## config.mk

```make
export PLATFORM = sky130hd
export DESIGN_NAME = pong_vblank_scheduler_flat
export DESIGN_NICKNAME = d
export VERILOG_FILES = /design/src/rtl/pong_video_pkg.sv /design/src/rtl/pong_vblank_scheduler_if.sv /design/src/rtl/vga_frame_event_detect.sv /design/src/rtl/pong_vblank_scheduler.sv /design/src/flat_wrapper.sv
export SDC_FILE = /design/constraint.sdc
export NUM_CORES = 1
export LEC_CHECK = 0
export CAP_MARGIN = 20
export CORE_UTILIZATION = 45
export CTS_CLUSTER_DIAMETER = 100
export DETAILED_ROUTE_END_ITERATION = 10
export GPL_TIMING_DRIVEN = 0
export PLACE_DENSITY_LB_ADDON = 0.12
export SLEW_MARGIN = 5
export SYNTH_ARGS = -nofsm -noshare
export SYNTH_HDL_FRONTEND = slang
export SYNTH_SLANG_ARGS = --single-unit
```

## constraint.sdc

```tcl
create_clock -name clock -period 6.3 [get_ports clock]
set_clock_uncertainty 0.05 [all_clocks]
set_input_delay 1.26 -clock clock [delete_from_list [all_inputs] [get_ports clock]]
set_output_delay 1.26 -clock clock [all_outputs]
set_load 0.03 [all_outputs]
```

## src/rtl/pong_video_pkg.sv

```systemverilog
// rtl/pong_video_pkg.sv - video timing constants and vblank scheduler state encoding
package pong_video_pkg;

    parameter int TOTAL_COLS  = 800;
    parameter int TOTAL_ROWS  = 525;
    parameter int ACTIVE_ROWS = 480;

    typedef enum logic [1:0] {
        IDLE  = 2'd0,
        SCAN  = 2'd1,
        GRANT = 2'd2
    } sched_state_t;

endpackage

```

## src/rtl/pong_vblank_scheduler_if.sv

```systemverilog
// rtl/pong_vblank_scheduler_if.sv - req/done/grant handshake between scheduler and game-object updaters
interface pong_vblank_scheduler_if #(
    parameter int NUM_REQ = 4
);
    logic [NUM_REQ-1:0] req;
    logic [NUM_REQ-1:0] done;
    logic [NUM_REQ-1:0] grant;

    modport master (
        input  req,
        input  done,
        output grant
    );

    modport slave (
        output req,
        output done,
        input  grant
    );
endinterface

```

## src/rtl/vga_frame_event_detect.sv

```systemverilog
// rtl/vga_frame_event_detect.sv - decodes vblank start and last pixel of frame from the position counters
module vga_frame_event_detect #(
    parameter int TOTAL_COLS  = 800,
    parameter int TOTAL_ROWS  = 525,
    parameter int ACTIVE_ROWS = 480
) (
    input  logic [9:0] column_count,
    input  logic [9:0] row_count,
    output logic       vbl_start,
    output logic       frame_end
);
    localparam logic [9:0] VBL_ROW  = 10'(ACTIVE_ROWS);
    localparam logic [9:0] LAST_ROW = 10'(TOTAL_ROWS - 1);
    localparam logic [9:0] LAST_COL = 10'(TOTAL_COLS - 1);

    assign vbl_start = (row_count == VBL_ROW) && (column_count == 10'd0);
    assign frame_end = (row_count == LAST_ROW) && (column_count == LAST_COL);
endmodule

```

## src/rtl/pong_vblank_scheduler.sv

```systemverilog
// rtl/pong_vblank_scheduler.sv - per-frame fixed-priority update-slot scheduler; optional SLOT_TIMEOUT_EN watchdog
module pong_vblank_scheduler
    import pong_video_pkg::*;
#(
    parameter int NUM_REQ     = 4,
    parameter int TOTAL_COLS  = pong_video_pkg::TOTAL_COLS,
    parameter int TOTAL_ROWS  = pong_video_pkg::TOTAL_ROWS,
    parameter int ACTIVE_ROWS = pong_video_pkg::ACTIVE_ROWS
`ifdef SLOT_TIMEOUT_EN
    ,
    parameter int TIMEOUT_CYCLES = 1024
`endif
) (
    input  logic                 clock,
    input  logic                 reset,
    input  logic [9:0]           column_count,
    input  logic [9:0]           row_count,
    pong_vblank_scheduler_if.master sched_if,
    output logic                 frame_tick,
    output logic                 busy,
    output logic                 overrun,
    output logic [NUM_REQ-1:0]   timed_out
);
    localparam int PTR_W = (NUM_REQ > 1) ? $clog2(NUM_REQ) : 1;
    localparam logic [PTR_W-1:0] LAST_PTR = PTR_W'(NUM_REQ - 1);

    logic vbl_start;
    logic frame_end;

    vga_frame_event_detect #(
        .TOTAL_COLS  (TOTAL_COLS),
        .TOTAL_ROWS  (TOTAL_ROWS),
        .ACTIVE_ROWS (ACTIVE_ROWS)
    ) u_event_detect (
        .column_count (column_count),
        .row_count    (row_count),
        .vbl_start    (vbl_start),
        .frame_end    (frame_end)
    );

    sched_state_t       state_q, state_d;
    logic [PTR_W-1:0]   ptr_q, ptr_d;
    logic [NUM_REQ-1:0] pending_q, pending_d;
    logic [NUM_REQ-1:0] grant_q, grant_d;
    logic               frame_tick_q, frame_tick_d;
    logic               busy_q, busy_d;
    logic               overrun_q, overrun_d;
    logic               slot_done;

`ifdef SLOT_TIMEOUT_EN
    localparam logic [15:0] WD_LIMIT = 16'(TIMEOUT_CYCLES - 1);
    logic [15:0]        wd_q, wd_d;
    logic [NUM_REQ-1:0] timed_out_q, timed_out_d;
    logic               wd_expired;
`endif

    always_comb begin
        state_d      = state_q;
        ptr_d        = ptr_q;
        pending_d    = pending_q;
        grant_d      = grant_q;
        overrun_d    = overrun_q;
        frame_tick_d = vbl_start;
`ifdef SLOT_TIMEOUT_EN
        wd_d        = wd_q;
        timed_out_d = timed_out_q;
        wd_expired  = (wd_q == WD_LIMIT) && !sched_if.done[ptr_q];
        slot_done   = sched_if.done[ptr_q] || wd_expired;
`else
        slot_done   = sched_if.done[ptr_q];
`endif

        // An unfinished sequence is cut off at the last pixel of the frame.
        if (frame_end && (state_q != IDLE)) begin
            grant_d   = '0;
            pending_d = '0;
            overrun_d = 1'b1;
            state_d   = IDLE;
        end else begin
            case (state_q)
                IDLE: begin
                    if (vbl_start) begin
                        pending_d = sched_if.req;
                        ptr_d     = '0;
                        state_d   = SCAN;
                    end
                end
                SCAN: begin
                    if (pending_q[ptr_q]) begin
                        grant_d = NUM_REQ'(1) << ptr_q;
                        state_d = GRANT;
`ifdef SLOT_TIMEOUT_EN
                        wd_d    = '0;
`endif
                    end else if (ptr_q == LAST_PTR) begin
                        state_d = IDLE;
                    end else begin
                        ptr_d = ptr_q + 1'b1;
                    end
                end
                GRANT: begin
                    if (slot_done) begin
                        grant_d          = '0;
                        pending_d[ptr_q] = 1'b0;
`ifdef SLOT_TIMEOUT_EN
                        if (wd_expired) begin
                            timed_out_d[ptr_q] = 1'b1;
                        end
`endif
                        if (ptr_q == LAST_PTR) begin
                            state_d = IDLE;
                        end else begin
                            ptr_d   = ptr_q + 1'b1;
                            state_d = SCAN;
                        end
                    end else begin
`ifdef SLOT_TIMEOUT_EN
                        wd_d = wd_q + 16'd1;
`endif
                    end
                end
                default: begin
                    grant_d = '0;
                    state_d = IDLE;
                end
            endcase
        end

        busy_d = (state_d != IDLE);
    end

    always_ff @(posedge clock) begin
        if (reset) begin
            state_q      <= IDLE;
            ptr_q        <= '0;
            pending_q    <= '0;
            grant_q      <= '0;
            frame_tick_q <= 1'b0;
            busy_q       <= 1'b0;
            overrun_q    <= 1'b0;
`ifdef SLOT_TIMEOUT_EN
            wd_q         <= '0;
            timed_out_q  <= '0;
`endif
        end else begin
            state_q      <= state_d;
            ptr_q        <= ptr_d;
            pending_q    <= pending_d;
            grant_q      <= grant_d;
            frame_tick_q <= frame_tick_d;
            busy_q       <= busy_d;
            overrun_q    <= overrun_d;
`ifdef SLOT_TIMEOUT_EN
            wd_q         <= wd_d;
            timed_out_q  <= timed_out_d;
`endif
        end
    end

    assign sched_if.grant = grant_q;
    assign frame_tick     = frame_tick_q;
    assign busy           = busy_q;
    assign overrun        = overrun_q;
`ifdef SLOT_TIMEOUT_EN
    assign timed_out      = timed_out_q;
`else
    assign timed_out      = '0;
`endif
endmodule

```

## src/flat_wrapper.sv

```systemverilog
// flat-port wrapper written by rule: the top's interface ports become plain ports
module pong_vblank_scheduler_flat import pong_video_pkg::*;
#(
    parameter int NUM_REQ     = 4,
    parameter int TOTAL_COLS  = pong_video_pkg::TOTAL_COLS,
    parameter int TOTAL_ROWS  = pong_video_pkg::TOTAL_ROWS,
    parameter int ACTIVE_ROWS = pong_video_pkg::ACTIVE_ROWS

)
  (clock, reset, column_count, row_count, frame_tick, busy, overrun, timed_out, sched_if_req, sched_if_done, sched_if_grant);
  pong_vblank_scheduler_if #(.NUM_REQ(NUM_REQ)) sched_if_i ();
  input  logic clock;
  input  logic reset;
  input  logic [9:0] column_count;
  input  logic [9:0] row_count;
  output logic frame_tick;
  output logic busy;
  output logic overrun;
  output logic [NUM_REQ-1:0] timed_out;
  input wire logic [$bits(sched_if_i.req)-1:0] sched_if_req;
  input wire logic [$bits(sched_if_i.done)-1:0] sched_if_done;
  output wire logic [$bits(sched_if_i.grant)-1:0] sched_if_grant;
  assign sched_if_i.req = sched_if_req;
  assign sched_if_i.done = sched_if_done;
  assign sched_if_grant = sched_if_i.grant;
  pong_vblank_scheduler #(.NUM_REQ(NUM_REQ), .TOTAL_COLS(TOTAL_COLS), .TOTAL_ROWS(TOTAL_ROWS), .ACTIVE_ROWS(ACTIVE_ROWS)) u_core (.clock(clock), .reset(reset), .column_count(column_count), .row_count(row_count), .sched_if(sched_if_i), .frame_tick(frame_tick), .busy(busy), .overrun(overrun), .timed_out(timed_out));
endmodule
```

### After elaboration in Yosys (flattened, before gate mapping)

Index checks and enable logic that the tools add are counted.

* register bits: 15
* input port bits: 30
* output and inout bits: 11
* word-level logic and storage cells: 63

* add/subtract/negate cells: 1
* magnitude comparators: 2
* equal/unequal tests: 10
* shift-type cells: 1
* mux-type cells: 24
* bitwise operators: 4
* reductions and logical operators: 14

Operator list (number)
* 10-bit == test (second input constant): 2
* 2-bit two-way mux: 9
* 4-bit two-way mux: 4
* 2-bit one-hot mux with 3 select lines: 2
* 4-bit one-hot mux with 3 select lines: 1
* 10-bit by 9-bit == test with 1-bit output (second input constant): 1
* 10-bit logical NOT: 1
* 4-bit one-hot mux with 2 select lines: 1
* 2-bit by 1-bit != test with 1-bit output (second input constant): 3
* 3-bit AND reduction: 2
* 2-bit nonzero test: 3
* 5-bit AND reduction: 1
* 4-bit bitwise AND: 1
* 1-bit binary-select mux with 2-bit select: 2
* 2-bit == test (second input constant): 2
* 1-bit logical AND: 4
* 1-bit two-way mux: 4
* 4-bit inverter: 1
* 1-bit by 2-bit left shift with 4-bit output (first input constant): 1
* 2-bit by 3-bit < comparator with 1-bit output (second input constant): 1
* 3-bit nonzero test: 1
* 2-bit by 1-bit adder with 2-bit output (second input constant): 1
* 1-bit demux with 2-bit select: 1
* 2-bit by 1-bit == test with 1-bit output (second input constant): 1
* 5 further kinds: 6

### Depth between registers and ports, before layout

Gate-level depths: netlist of the first run.

* depth after elaboration: 8
* mapped depth: 8
* mapped depth without buffers: 7

### Modules after synthesis

From an unflattened synthesis of the first run, not the netlist that was laid out.

* cells, all modules: 117
* area, all modules: 1023.5 um^2

Modules (own cells, without submodules)
* pong_vblank_scheduler: times used 1, cells an instance 103, area an instance 918.4 um^2, seq. area each 300.3 um^2
* vga_frame_event_detect: times used 1, cells an instance 14, area an instance 105.1 um^2, seq. area each 0.0 um^2

### Least setup slack after synthesis of the first run

Ideal clock, no wire load.

* path type: input to register
* start: input column_count[1]
* end: register u_core.ptr_q[1]
* library setup time: 0.070 ns
* arrival: 2.875 ns
* required time: 6.180 ns
* setup slack: 3.306 ns
* stages: 5
* buffers on the path: 0
* cells stage by stage: or4_4 nor4_4 a21oi_2 or4_1 a21oi_1

* cells in the longest elaborated chain, start to end: 5
* elaborated cells between the ends (all ways): 8
* classes of those cells: 2 x eq/ne; 1 x bitwise; 5 x reduce/logical

Ends and longest elaborated chain
* start, declared: line flat_wrapper.sv:14 `input logic [9:0] column_count;`
* 10-bit == test: line vga_frame_event_detect.sv:17 `assign frame_end = (row_count == LAST_ROW) && (column_count == LAST_COL);`
* 1-bit logical AND: line vga_frame_event_detect.sv:17
* 1-bit logical AND: line pong_vblank_scheduler.sv:74 `if (frame_end && (state_q != IDLE)) begin`
* 1-bit inverter (no source line)
* 5-bit AND reduction (no source line) *
* end signal, assigned: line pong_vblank_scheduler.sv:147 `ptr_q <= ptr_d;`
* end, declared: line pong_vblank_scheduler.sv:42 `logic [PTR_W-1:0] ptr_q, ptr_d;`

Every way passes the cells marked *; elsewhere a longest branch is shown, timed or not.
A chain may end at the register's enable or synchronous reset.

### Worst setup path after layout of the first run

* start: input column_count[1]
* end: register u_core.pending_q[1]

* cells in the longest elaborated chain, start to end: 4
* elaborated cells between the ends (all ways): 8
* classes of those cells: 2 x eq/ne; 6 x reduce/logical

Ends and longest elaborated chain
* 10-bit logical NOT / 10-bit == test (equally long branches): line vga_frame_event_detect.sv:16, vga_frame_event_detect.sv:17
* 1-bit logical AND (on tied branches): line vga_frame_event_detect.sv:16, vga_frame_event_detect.sv:17
* 2-bit by 1-bit != test with 1-bit output (no source line) / 1-bit logical AND (equally long branches)
* 3-bit AND reduction (no source line) / 2-bit OR reduction (equally long branches)
* end signal, assigned: line pong_vblank_scheduler.sv:148 `pending_q <= pending_d;`
* end, declared: line pong_vblank_scheduler.sv:43 `logic [NUM_REQ-1:0] pending_q, pending_d;`

Parallel ways exist; a longest one is shown, timed or not.

==> flow_summary.ini, run 1 <==
[logic_synthesis]
syn_inst = 111
synth_top_area_share_pct = 30.34
synth_seq_cells = 15
ys_seq_area_share_pct = 30.34
synth_area_sq_um = 989.7
synth.area.top_cells = dfxtp_1, ha_1, mux4_2
yosysTopAreaCell = dfxtp_1
synth.distinct_cells = 36
syn_area_per_cell_sq_um = 8.916
yosys_warnings = 0

[sta]
worst_slew_pin_slew_ns = 0.7591
fin_ws_ns = 2.858
max_slew_margin_pct = 48.92
tns_ns = 0
period_share_pct = 54.63
finalHoldViolations = 0
fmax_ghz = 0.2905
min_period_ns = 3.442
slew_viol_final = 0
setup_viol = 0
rsz0062_at_grt = false

[clock_tree]
cts_tree = built
clk_latency_ns = 0.29
cts.path.max_buffers = 2
clk_pin_slew_ns = 0.09
post_cts_buffers = 0
cts_made_buffers = 3
clock-sinks = 15
hold_buffers = 0
clock-root-buffer = clkbuf_4
htreeDepth = 1
cts_resized = 0

[floorplan]
start_util_pct = 48.95
rows = 16
coreArea_sq_mm = 0.002022
die_h_um = 48.90
die-area_sq_mm = 0.002391
fp.dieW_um = 48.90
boundaryPins = 41

[pwr]
irDropWorstVdd_v = 0.00009850
power.density_mw_per_mm2 = 126.1
power.total_uw = 179.2
leakage_nw = 0.5229

[placed_design]
placed_cells = 177
io_buffers = 36
dp_hpwl_um = 1993
dp_slack_ns = 2.586
place_congestion = 0.8646

[setup_path]
critPathCaptureType = flip-flop
crit_arrival_ns = 3.61
crit_required_ns = 6.47
start_kind = primary input
rr_startpoint = u_core.state_q[0]
critPathMaxFanout = 4
critPathLaunch = column_count[1]
critPathKind = in -> reg

[grt]
grt_pass1_wl_um = 4084
grtUsageTotal_pct = 21.94
overflow = 0
antenna_found_initial = 0
grt_max_degree = 10
grt_pass1_vias = 1004

[drt]
ant_nets = 0
met2_length_um = 1228
drc_errors = 0
drt_iter0_markers = 29
drt-total-wl_um = 2444
drt-met1-wl_um = 1056
viasPerCell = 5.635
wl_per_cell_um = 13.50
topRoutingLayerUsed = met4
first_pass_iters = 4
wl_met3_um = 120
vias = 1020

[status]
run_status = finished, final reports clean

[layout]
num-nets-final = 193
antenna_cells = 0
stdcell_count = 181
utilization_pct = 70.30
drive_gt1_share_pct = 9.740
area_growth_pct = 43.62
num-fill-cells = 161

[worst_hold_path]
min_from = u_core.sched_if.grant[0]
hold_class = reg -> reg

[run]
maxCapViolCount = 0
## layer usage
metal  vias to the layer above  GRT usage (%)
met5                         -              0
met1                       490          23.31
met2                        31          40.97
met3                         6          6.542
li1                        493              -
met4                         0          6.863
## where the power goes
part	total (mW)	internal (mW)	leakage [nW]	switching [mW]
sequential	0.0947	0.0947	0.121	0.0000000449
clock	0.0547	0.0246	0.0150	0.0301
combinational	0.0298	0.0194	0.387	0.0104
total	0.179	0.139	0.523	0.0404
## placed cells by master (no fill, tap or decap), types with 3 or more instances in the layout
cell type / instances
a211o_1: 4
a21oi_1: 8
a32o_1: 4
buf_4: 4
clkbuf_1: 3
clkbuf_4: 3
clkdlybuf4s50_1: 36
conb_1: 4
dfxtp_1: 15
ha_1: 8
inv_1: 10
nand2_1: 8
nand3_1: 6
nand4b_1: 3
nor2_1: 6
nor3_1: 3
or4_1: 3
## sequential cells by signal (all words and copies together) (netlist names)
| signal | cells |
|---|---|
| u_core.pending_q | 4 |
| u_core.overrun | 1 |
| u_core.ptr_q | 2 |
| u_core.sched_if.grant | 4 |
| u_core.busy | 1 |
| u_core.state_q | 2 |
| u_core.frame_tick | 1 |
## stage by stage
stage | area, sq um | hold slack (ns)
floorplan | 1001 | 0.4134
global placement | 1395 | 0.3885
detailed placement | 1395 | 0.3951
CTS | 1421 | 0.4078
global route | 1421 | 0.4263
finish | 1421 | 0.4033
## cell families after synthesis
| family | after synthesis | synth area share, % |
|---|---|---|
| mux | 3 | 5.562 |
| compound gates | 27 | 20.10 |
| flops | 15 | 30.34 |
| simple gates | 41 | 25.92 |
| fa+ha+maj | 8 | 10.11 |
| other cells | 1 | 0.3789 |
| buf+inv | 16 | 7.586 |
## final timing paths
kind	to	slack, ns	cells past startpoint
worst max register to register	u_core.pending_q[1]	3.49	7
worst min register to register	u_core.sched_if.grant[0]	0.40	2
worst min-delay path	u_core.sched_if.grant[0]	0.40	2
worst max-delay path	u_core.pending_q[1]	2.86	6
## synthesized netlist by cell type
cell / number
or4_1: 3
or3_1: 2
o211ai_1: 1
nor4_1: 2
a21o_1: 1
dfxtp_1: 15
ha_1: 8
o21ai_0: 2
nor3_1: 3
inv_1: 10
a21oi_1: 8
mux2i_1: 1
nor2_1: 6
mux4_2: 2
nor2b_1: 2
nand4b_1: 3
a21oi_2: 1
a211o_1: 4
nor4_4: 1
a31oi_1: 1
a32o_1: 4
clkbuf_1: 2
nand4_1: 1
nand2_1: 8
conb_1: 1
a211oi_1: 1
and2b_2: 1
a311oi_1: 1
nor3_4: 1
o211a_1: 1
or4_4: 1
or2b_2: 1
nand3_1: 6
o31ai_1: 1
buf_4: 4
a221o_1: 1
## critical path: stages
cell and delay [ns]:
clkdlybuf4s50_1 0.42, or4_4 0.55, nor4_4 0.37, nand2_1 0.13, nor4_1 0.66, a32o_1 0.22
## area by class of cell
class	count	area [sq um]	area share (%)
Buffer	6	37.54	2.641
Timing Repair Buffer	36	360.3	25.35
Inverter	10	37.54	2.641
Sequential cell	15	300.3	21.13
Multi-Input combinational cell	83	625.6	44.01
Tap cell	27	33.78	2.377
Clock buffer	4	26.28	1.849
(Power assumes the default switching activity.)
==> run 2: changes to the inputs <==
- CORE_UTILIZATION: 45 -> 42
- clock period: 6.3 -> 3.45 ns (I/O delays scaled with it)
==> flow_summary.ini, run 2 (same netlist as run 1, synthesis figures left out) <==
[layout]
area_growth_pct = 43.74
antenna_cells = 0
drive_gt1_share_pct = 9.740
mostFrequentLayoutCell = clkdlybuf4s50_1
num-nets-final = 193
utilization_pct = 64.31
most-common-layout-cells = clkdlybuf4s50_1, dfxtp_1, inv_1
stdcell_count = 182
fin_area_sq_mm = 0.001423
num-fill-cells = 203

[floorplan]
die-area_sq_mm = 0.002555
start_util_pct = 44.74
coreArea_sq_mm = 0.002212
boundaryPins = 41
rows = 17
fp.dieW_um = 50.55
die_h_um = 50.55

[sta]
rsz0062_at_grt = false
finalHoldViolations = 0
max_slew_margin_pct = 54.82
slew_viol_final = 0
setup_viol = 0
fmax_ghz = 0.3577
fin_ws_ns = 0.6542
tns_ns = 0
worst_slew_pin_slew_ns = 0.6716
min_period_ns = 2.796
period_share_pct = 81.04
holdWs_ns = 0.4074

[setup_path]
crit_required_ns = 3.62
crit_family = simple AND/OR/NAND/NOR gates
crit_arrival_ns = 2.97
start_kind = primary input
critPathBufInv = 1
rr_startpoint = u_core.state_q[0]
critPathMaxFanout = 4
critPathKind = in -> reg
critPathCaptureType = flip-flop
critPathMaxStageDelay_ns = 0.59
critPathLaunch = column_count[1]
slowest_stage = nor4_1
path_cells = clkdlybuf4s50_1 -> or4_4 -> nor4_4 -> nand2_1 -> nor4_1 -> a32o_1

[clock_tree]
clk_pin_slew_ns = 0.09
cts_made_buffers = 3
post_cts_buffers = 0
clock-root-buffer = clkbuf_4
cts_tree = built
htreeDepth = 1
hold_buffers = 0
cts.path.max_buffers = 2
clock-sinks = 15
clk_latency_ns = 0.28
cts_resized = 0

[drt]
first_pass_iters = 4
ant_nets = 0
drt-total-wl_um = 2316
drc_errors = 0
drt_iter0_markers = 12
viasPerCell = 5.308
wl_per_cell_um = 12.73
vias = 966

[grt]
antenna_found_initial = 0
overflow = 0
grt_pass1_wl_um = 4036
grt_pass1_vias = 932
grtUsageTotal_pct = 20.69
grt_max_degree = 10

[placed_design]
io_buffers = 36
placed_cells = 178
place_congestion = 0.7994
dp_slack_ns = 0.3218
dp_hpwl_um = 1920
place_area_sq_mm = 0.001396

[pwr]
irDropWorstVdd_v = 0.0002304
power.density_mw_per_mm2 = 230.0
leakage_nw = 0.5229
power.total_uw = 327.3

[status]
run_status = finished, final reports clean

[worst_hold_path]
min_from = u_core.sched_if.grant[3]
hold_class = reg -> reg

[run]
maxCapViolCount = 0
-- run 2: layout make-up --
cell class	count	area (sq um)	share of cell area [%]
clock buffer	4	26.28	1.847
inverter	10	37.54	2.639
tap	28	35.03	2.463
sequential	15	300.3	21.11
buffer	6	37.54	2.639
timing repair buffer	36	360.3	25.33
multi-input combinational	83	625.6	43.98
-- run 2: worst reg2reg max path, delay by kind of cell, from the launching register on --
kind	cells	cell delay (ns)
simple gates	3	1.09
flops	1	0.46
buf+inv	1	0.10
compound gates	2	0.62
fa+ha+maj	1	0.29
-- run 2: power by group --
| group | switching (mW) | internal, mW | total, mW |
|---|---|---|---|
| sequential | 0.0000000854 | 0.173 | 0.173 |
| combinational | 0.0187 | 0.0355 | 0.0541 |
| clock | 0.0553 | 0.0449 | 0.100 |
| total | 0.0740 | 0.253 | 0.327 |
-- run 2: worst paths after layout --
kind,depth (start not counted),end,slack [ns]
max,6,u_core.pending_q[1],0.65
min,2,u_core.sched_if.grant[3],0.41
max reg2reg,7,u_core.pending_q[1],0.74
min reg2reg,2,u_core.sched_if.grant[3],0.41
-- run 2: per-layer routing --
metal  global-route usage (%)  routed length [um]
met5                        0                   0
met4                    2.778                  12
met3                    5.455                  78
met2                    37.56                1161
met1                    24.72                1064
==> run 3: changes to the inputs <==
- clock period: 3.45 -> 2.8 ns (I/O delays scaled with it)
==> flow_summary.ini, run 3 (same netlist as run 1, synthesis figures left out) <==
[run]
maxCapViolCount = 0

[pwr]
p_switching_uw = 92.30
power.internal_uw = 312.1
p_comb_share_pct = 16.6
irDropWorstVdd_v = 0.0002852
power_frac_clock_pct = 30.7
p_seq_share_pct = 52.7
power.density_mw_per_mm2 = 281.8
leakage_nw = 0.5238
p_sw_share_pct = 22.82

[drt]
wl_per_cell_um = 12.95
drt_iter0_markers = 24
ant_nets = 0
drt-total-wl_um = 2356
vias = 983
drc_errors = 0
viasPerCell = 5.401
first_pass_iters = 4

[floorplan]
die_h_um = 50.55
coreArea_sq_mm = 0.002212
die-area_sq_mm = 0.002555
rows = 17
start_util_pct = 44.74
fp.dieW_um = 50.55
boundaryPins = 41

[placed_design]
placed_cells = 178
place_congestion = 0.7994
place_area_sq_mm = 0.001396
dp_slack_ns = -0.1982
dp_hpwl_um = 1920
io_buffers = 36

[setup_path]
critPathMaxFanout = 4
crit_required_ns = 2.97
crit_arrival_ns = 2.73
ff2ff_setup_slack_ns = 0.26
critPathCaptureType = flip-flop
start_kind = primary input
critPathKind = in -> reg

[sta]
finalHoldViolations = 0
holdWs_ns = 0.4074
fin_ws_ns = 0.2400
fmax_ghz = 0.3906
period_share_pct = 91.43
min_period_ns = 2.560
slew_viol_final = 0
setup_viol = 0
rsz0062_at_grt = false

[clock_tree]
cts_resized = 0
cts_made_buffers = 3
htreeDepth = 1
clk_latency_ns = 0.28
post_cts_buffers = 0
clk_pin_slew_ns = 0.09
cts_tree = built
clock-sinks = 15
hold_buffers = 0
cts.path.max_buffers = 2
clock-root-buffer = clkbuf_4

[layout]
stdcell_count = 182
num-nets-final = 193
area_growth_pct = 45.01
antenna_cells = 0
mostFrequentLayoutCell = clkdlybuf4s50_1
fin_area_sq_mm = 0.001435
most-common-layout-cells = clkdlybuf4s50_1, dfxtp_1, inv_1
drive_gt1_share_pct = 11.04

[grt]
grt_pass1_vias = 932
grtUsageTotal_pct = 20.69
grt_max_degree = 10
antenna_found_initial = 0
grt_pass1_wl_um = 4036
overflow = 0

[worst_hold_path]
hold_class = reg -> reg

[status]
run_status = finished, final reports clean
-- run 3: cell counts in the layout (fill, tap and decap cells not counted) --
Identical to the previous run, type by type.
-- run 3: per-stage QoR --
stage	utilization [%]	setup TNS, ns	power [mW]
floorplan	-	0	0.2389
global placement	63.12	-0.7918	0.2834
detailed placement	63.12	-0.7576	0.2847
CTS	64.31	0	0.4066
global route	64.88	0	0.4182
finish	64.88	0	0.4044
-- run 3: final cells by class --
cell class                      count  area [sq um]
Buffer                              6         37.54
Clock buffer                        4         26.28
Fill cell                         203         777.0
Inverter                           10         37.54
Multi-Input combinational cell     83         638.1
Sequential cell                    15         300.3
Tap cell                           28         35.03
Timing Repair Buffer               36         360.3
-- run 3: worst paths after layout --
kind / startpoint / end / cells after the start
worst max register to register: u_core.state_q[0] / u_core.pending_q[1] / 7
worst min register to register: u_core.sched_if.grant[3] / u_core.sched_if.grant[3] / 2
worst min-delay path: u_core.sched_if.grant[3] / u_core.sched_if.grant[3] / 2
worst max-delay path: column_count[1] / u_core.ptr_q[1] / 6
-- run 3: power by group through the flow --
| stage | Combinational [mW] | Sequential, mW | Clock, mW |
|---|---|---|---|
| after floorplan | 0.0207 | 0.218 | 0 |
| after global placement | 0.0653 | 0.218 | 0 |
| after detailed placement | 0.0666 | 0.218 | 0 |
| after CTS | 0.0668 | 0.213 | 0.127 |
| after global routing | 0.0713 | 0.213 | 0.134 |
| final | 0.0672 | 0.213 | 0.124 |
-- run 3: critical path, cell delays in order --
cell and delay [ns]:
clkdlybuf4s50_1 0.43, or4_4 0.55, nor4_4 0.37, a21oi_2 0.13
or4_1 0.53, a21oi_1 0.15
-- run 3: layer usage --
layer	vias to the layer above	share of wire [%]	track usage, %
li1	491	-	-
met1	457	44	24.72
met2	31	50	37.56
met3	4	5.0	5.455
met4	0	1.1	2.778
met5	-	0	0
